**src/rtl/mult_sequencer.sv**
```systemverilog
// Sequencer for the 8-bit signed add-shift multiplier: turns the RUN and CLEARA_LOADB
// buttons into per-cycle clear/load/add/sub/shift commands for the X/A/B datapath.
module mult_sequencer #(
  parameter int N = 8
) (
  input  logic CLK,
  input  logic RESET,
  input  logic RUN,
  input  logic CLEARA_LOADB,
  input  logic M,
  output logic clr_ax,
  output logic ld_b,
  output logic add,
  output logic sub,
  output logic shift,
  output logic busy,
  output logic done
);

  localparam int CW = (N > 1) ? $clog2(N) : 1;
  localparam logic [CW-1:0] LAST = CW'(N - 1);

  typedef enum logic [2:0] {
    IDLE  = 3'd0,
    CLRA  = 3'd1,
    ADD   = 3'd2,
    SHIFT = 3'd3,
    HOLD  = 3'd4
  } state_t;

  state_t        state_reg, state_next;
  logic [CW-1:0] cnt_reg, cnt_next;
  // Registered copy of the load request so clear/load follow the button one cycle late.
  logic          load_reg, load_next;
  logic          last_step;

  assign last_step = (cnt_reg == LAST);

  always_ff @(posedge CLK or negedge RESET) begin
    if (!RESET) begin
      state_reg <= IDLE;
      cnt_reg   <= '0;
      load_reg  <= 1'b0;
    end else begin
      state_reg <= state_next;
      cnt_reg   <= cnt_next;
      load_reg  <= load_next;
    end
  end

  always_comb begin
    state_next = state_reg;
    cnt_next   = cnt_reg;
    load_next  = 1'b0;
    case (state_reg)
      IDLE: begin
        if (!RUN) begin
          state_next = CLRA;
          cnt_next   = '0;
        end else begin
          load_next = !CLEARA_LOADB;
        end
      end
      CLRA: state_next = ADD;
      ADD:  state_next = SHIFT;
      SHIFT: begin
        if (last_step) begin
          state_next = HOLD;
        end else begin
          cnt_next   = cnt_reg + 1'b1;
          state_next = ADD;
        end
      end
      // Waiting for RUN release keeps a held button from starting a second run.
      HOLD: begin
        if (RUN) state_next = IDLE;
      end
      default: begin
        state_next = IDLE;
        cnt_next   = '0;
      end
    endcase
  end

  always_comb begin
    clr_ax = 1'b0;
    ld_b   = 1'b0;
    add    = 1'b0;
    sub    = 1'b0;
    shift  = 1'b0;
    busy   = 1'b0;
    done   = 1'b0;
    case (state_reg)
      IDLE: begin
        clr_ax = load_reg;
        ld_b   = load_reg;
      end
      CLRA: begin
        clr_ax = 1'b1;
        busy   = 1'b1;
      end
      ADD: begin
        busy = 1'b1;
        // The top multiplier bit carries negative weight, so its step subtracts.
        if (M) begin
          if (last_step) sub = 1'b1;
          else           add = 1'b1;
        end
      end
      SHIFT: begin
        shift = 1'b1;
        busy  = 1'b1;
      end
      HOLD: done = 1'b1;
      default: ;
    endcase
  end

endmodule

```
**config.mk**
```make
export PLATFORM = sky130hd
export DESIGN_NAME = mult_sequencer
export DESIGN_NICKNAME = d
export VERILOG_FILES = /design/src/rtl/mult_sequencer.sv
export SDC_FILE = /design/constraint.sdc
export NUM_CORES = 1
export LEC_CHECK = 0
export ABC_CLOCK_PERIOD_IN_PS = 2700
export BUFFER_PORTS_ARGS = -buffer_cell sky130_fd_sc_hd__buf_2
export CORE_AREA = 2 2 39 41
export CTS_CLUSTER_DIAMETER = 40
export DETAILED_ROUTE_END_ITERATION = 8
export DIE_AREA = 0 0 41 43
export PLACE_DENSITY = 0.53
export SYNTH_ARGS = -nofsm -noshare
export SYNTH_HDL_FRONTEND = slang
export SYNTH_SLANG_ARGS = --single-unit
```
**constraint.sdc**
```tcl
create_clock -name CLK -period 2.7 [get_ports CLK]
set_clock_uncertainty 0.15 [all_clocks]
set_input_delay 0.54 -clock CLK [delete_from_list [all_inputs] [get_ports CLK]]
set_output_delay 0.54 -clock CLK [all_outputs]
set_load 0.03 [all_outputs]
```
# Yosys cells after proc, flatten, opt, wreduce, memory -nomap -nowiden
# Index checks and enable logic that the tools add are counted.
word_totals:
  register_bits: 7
  in_bits: 5
  out_inout_bits: 7
  elab_cells: 39
classes:
  add_sub_neg: 1
  eq_ne: 8
  n_mux: 20
  n_bitwise: 1
  reduce_logical: 6
ops:
  columns: ["op", "count"]
  rows:
  - ["$mux 3", 5]
  - ["$pmux 3 s5", 1]
  - ["$mux 1", 12]
  - ["$pmux 3 s3", 1]
  - ["$eq 3x2->1 const B", 2]
  - ["$eq 3x3->1 const B", 2]
  - ["$ne 2x2->1 const B", 3]
  - ["$reduce_or 3->1", 2]
  - ["$add 3x1->3 const B", 1]
  - ["$eq 3x1->1 const B", 1]
  - ["$logic_not 3->1", 1]
  - ["$reduce_and 3->1", 1]
  - ["$pmux 1 s2", 1]
  - ["$reduce_and 2->1", 1]
  - ["$logic_not 1->1", 1]
  - ["$not 1->1", 1]

# Logic depth before layout (Yosys ltp)
depth:
  word_depth: 4
  ltp_mapped: 5
  ltp_nobuf: 5

# Least setup slack after synthesis
# Ideal clock, no wire load.
synth_path:
  path_kind: "reg-to-output"
  start: "reg cnt_reg[0]"
  end: "out add"
  arrival_time_ps: 1491
  required_time_ps: 2010
  slack_ps: 519
  path_stages_with_launch: 4
  path_buffers: 0
  path_cell_list: "dfrtp_1 ha_1 ha_1 nor3_1"
synth_between:
  elab_chain_len: 4
synth_rtl:
  columns: ["item", "line", "text"]
  rows:
  - ["from (decl)", "32", "logic [CW-1:0] cnt_reg, cnt_next;"]
  - ["from (signal assigned)", "46", "cnt_reg <= cnt_next;"]
  - ["$eq 3x3->1", "37", "assign last_step = (cnt_reg == LAST);"]
  - ["$mux 1", "106", "if (last_step) sub = 1'b1;"]
  - ["$mux 1", "105", "if (M) begin"]
  - ["$mux 1", "93", "case (state_reg)"]
  - ["to (decl)", "13", "output logic add,"]
# Every way passes these cells.

# Worst setup path after layout
# Same ends and word-level chain as after synthesis.

==> results.yml <==
pwr:
  cellLeakagePower_nw: 0.274
  cellPowerDensity_nw_per_um2: 1130
  ir_drop_v: 0.000436
drt:
  drc: 0
  vias: 371
  wire_per_inst_um: 12.2
  first_pass_iters: 2
  drtAntennaViolNets: 0
  routed_wl_um: 926
  drt_iter0_drc: 3
  routed_via_density: 4.88
yosys:
  yosys.area.top_type_share: 0.386
  yosysMostFrequentCell: "dfrtp_1"
  synth_area_um2: 454
  yosysWarnings: 0
  ys_seq_elements: 7
  yosysSeqAreaShare: 0.386
  syn_area_per_cell_um2: 9.66
  ys.flop_type: "dfrtp_1"
  ys_top_cells_by_area: "dfrtp_1 39%, ha_1 8.3%, buf_6 5.0%"
  synth_edf_count: 0
  synthArstFlopShare: 1.00
  ys_top_cells_by_count: "7 x dfrtp_1, 6 x nand2_1, 5 x nor2_1"
  synthCells: 47
  yosysTopAreaCell: "dfrtp_1"
  synth_cell_types: 21
  synth_nets: 55
critical_path:
  ff2ff_setup_slack_ns: 1.11
  path_class: "flip-flop to output port"
  critPathArrivalTime_ns: 1.49
  critPathLaunchType: "flip-flop"
  cp_slowest_stage_delay_ns: 0.40
  cp.required_ns: 2.01
  cp_slowest_cell: "dfrtp_1"
  critPathMostFrequentCell: "ha_1"
  critPathMaxFanout: 4
  critPathCaptureType: "output port"
  path_cells: "ha_1 > ha_1 > nor3_1 > buf_2"
cells_and_area:
  fin_nets: 69
  syn2layout_area_growth_pct: 17.9
  stdcell_count: 76
  drive_gt1_frac: 0.300
  num_antenna_cells: 0
  final_area_um2: 536
sta:
  final_hold_viol_count: 0
  slew_headroom: 0.753
  rsz0062_at_grt: "no"
  tightest_slew_ns: 0.371
  fin_crit_ns: 2.18
  setup_viol: 0
  period_share: 0.807
  max_freq_mhz: 459
  fin_setup_tns_ns: 0
  hold_slack_ns: 0.383
  worst_slack_ns: 0.521
  finalMaxSlewViolations: 0
clocking:
  clock_path_buffers: 2
  cts-root-buf: "clkbuf_4"
  numCtsBuffers: 3
  ctsResizeCount: 0
  clock_latency_ns: 0.25
  htreeDepth: 1
  cts_tree: "yes"
  clk_pin_slew_ns: 0.06
  holdBufCountCts: 1
  post_cts_buffers: 0
  cts_num_sinks: 7
global_route:
  antenna_found_initial: 0
  grt_pass1_vias: 354
  grt_pass1_wl_mm: 1.61
  grt_max_degree: 14
  grt_usage: 0.140
  overflow: 0
floorplanning:
  num_rows: 14
  io_pins: 12
  core_um2: 1380
  fp.dieH_um: 43
  die-area_um2: 1760
  die_w_um: 41
  start_util: 0.328
placement:
  placement.io_buffers: 11
  place.gp.congestion: 0.708
  place_area_um2: 499
  place_inst: 71
  post-place-ws_ns: 0.783
  dp_hpwl_um: 702
run_status:
  status: "finished, final reports clean"
hold_path:
  hp-class: "primary input to flip-flop"
run:
  cap_violations: 0
## layer usage
metal / vias up / GRT usage / share of wire
met5: - / 0 / 0
met3: 2 / 0.0785 / 0.043
met1: 167 / 0.201 / 0.47
met4: 0 / 0.0400 / 0.015
li1: 195 / - / -
met2: 7 / 0.175 / 0.47
## through the flow
step,total power [mW],util
after detailed placement,0.513,0.361
after global routing,0.662,0.387
after CTS,0.615,0.387
after global placement,0.509,0.361
final,0.604,0.387
after floorplan,0.464,-
## worst paths after layout
kind,depth (start not counted),endpoint,start
worst max-delay path,4,add,cnt_reg[0]$_DFFE_PN0P_
worst min-delay path,2,state_reg[2]$_DFFE_PN0P_,RUN
worst max register to register,5,cnt_reg[1]$_DFFE_PN0P_,cnt_reg[0]$_DFFE_PN0P_
worst min register to register,1,cnt_reg[1]$_DFFE_PN0P_,cnt_reg[1]$_DFFE_PN0P_
max in group asynchronous,2,load_reg$_DFF_PN0_,RESET
min in group asynchronous,2,state_reg[2]$_DFFE_PN0P_,RESET
## logic make-up after synthesis
kind of cell / Yosys count / synth area share
DFF: 7 / 0.386
buffers and inverters: 7 / 0.0992
and+or+nand+nor: 22 / 0.262
adders and majority gates: 3 / 0.0827
AOI/OAI and AO/OA: 8 / 0.171
## power by group
group          switching (mW)  internal, mW  leakage [nW]
Combinational           0.171         0.128         0.173
Clock                  0.0389        0.0564        0.0150
Sequential             0.0648         0.146        0.0860
## placed cells by master, fill, tap and decap left out
cell type / instances
clkbuf_1: 1
a31oi_2: 1
a32o_1: 2
o311ai_2: 1
o21ai_1: 1
nor2_2: 1
and4bb_2: 1
dlygate4sd3_1: 1
clkbuf_4: 3
nor3_1: 4
a21boi_0: 1
and4bb_1: 1
and3b_1: 1
and3_1: 2
nand3_1: 1
ha_1: 3
inv_1: 4
buf_2: 11
o21a_1: 1
nor2_1: 5
dfrtp_1: 7
nand2_1: 6
a31o_1: 1
## worst max-delay path, delay by kind of cell, from the launching register on
family / cells / cell delay [ns]
fa+ha+maj: 2 / 0.46
flops: 1 / 0.40
buf+inv: 1 / 0.22
simple gates: 1 / 0.17
## area by class of cell
| class | instances | area (um2) |
|---|---|---|
| sequential | 7 | 175 |
| timing repair buffer | 12 | 65.1 |
| clock buffer | 4 | 26.3 |
| inverter | 4 | 15.0 |
| fill | 140 | 848 |
| tap | 16 | 20.0 |
| multi-input combinational | 33 | 234 |
No activity file was read; power rests on OpenSTA's default activity.
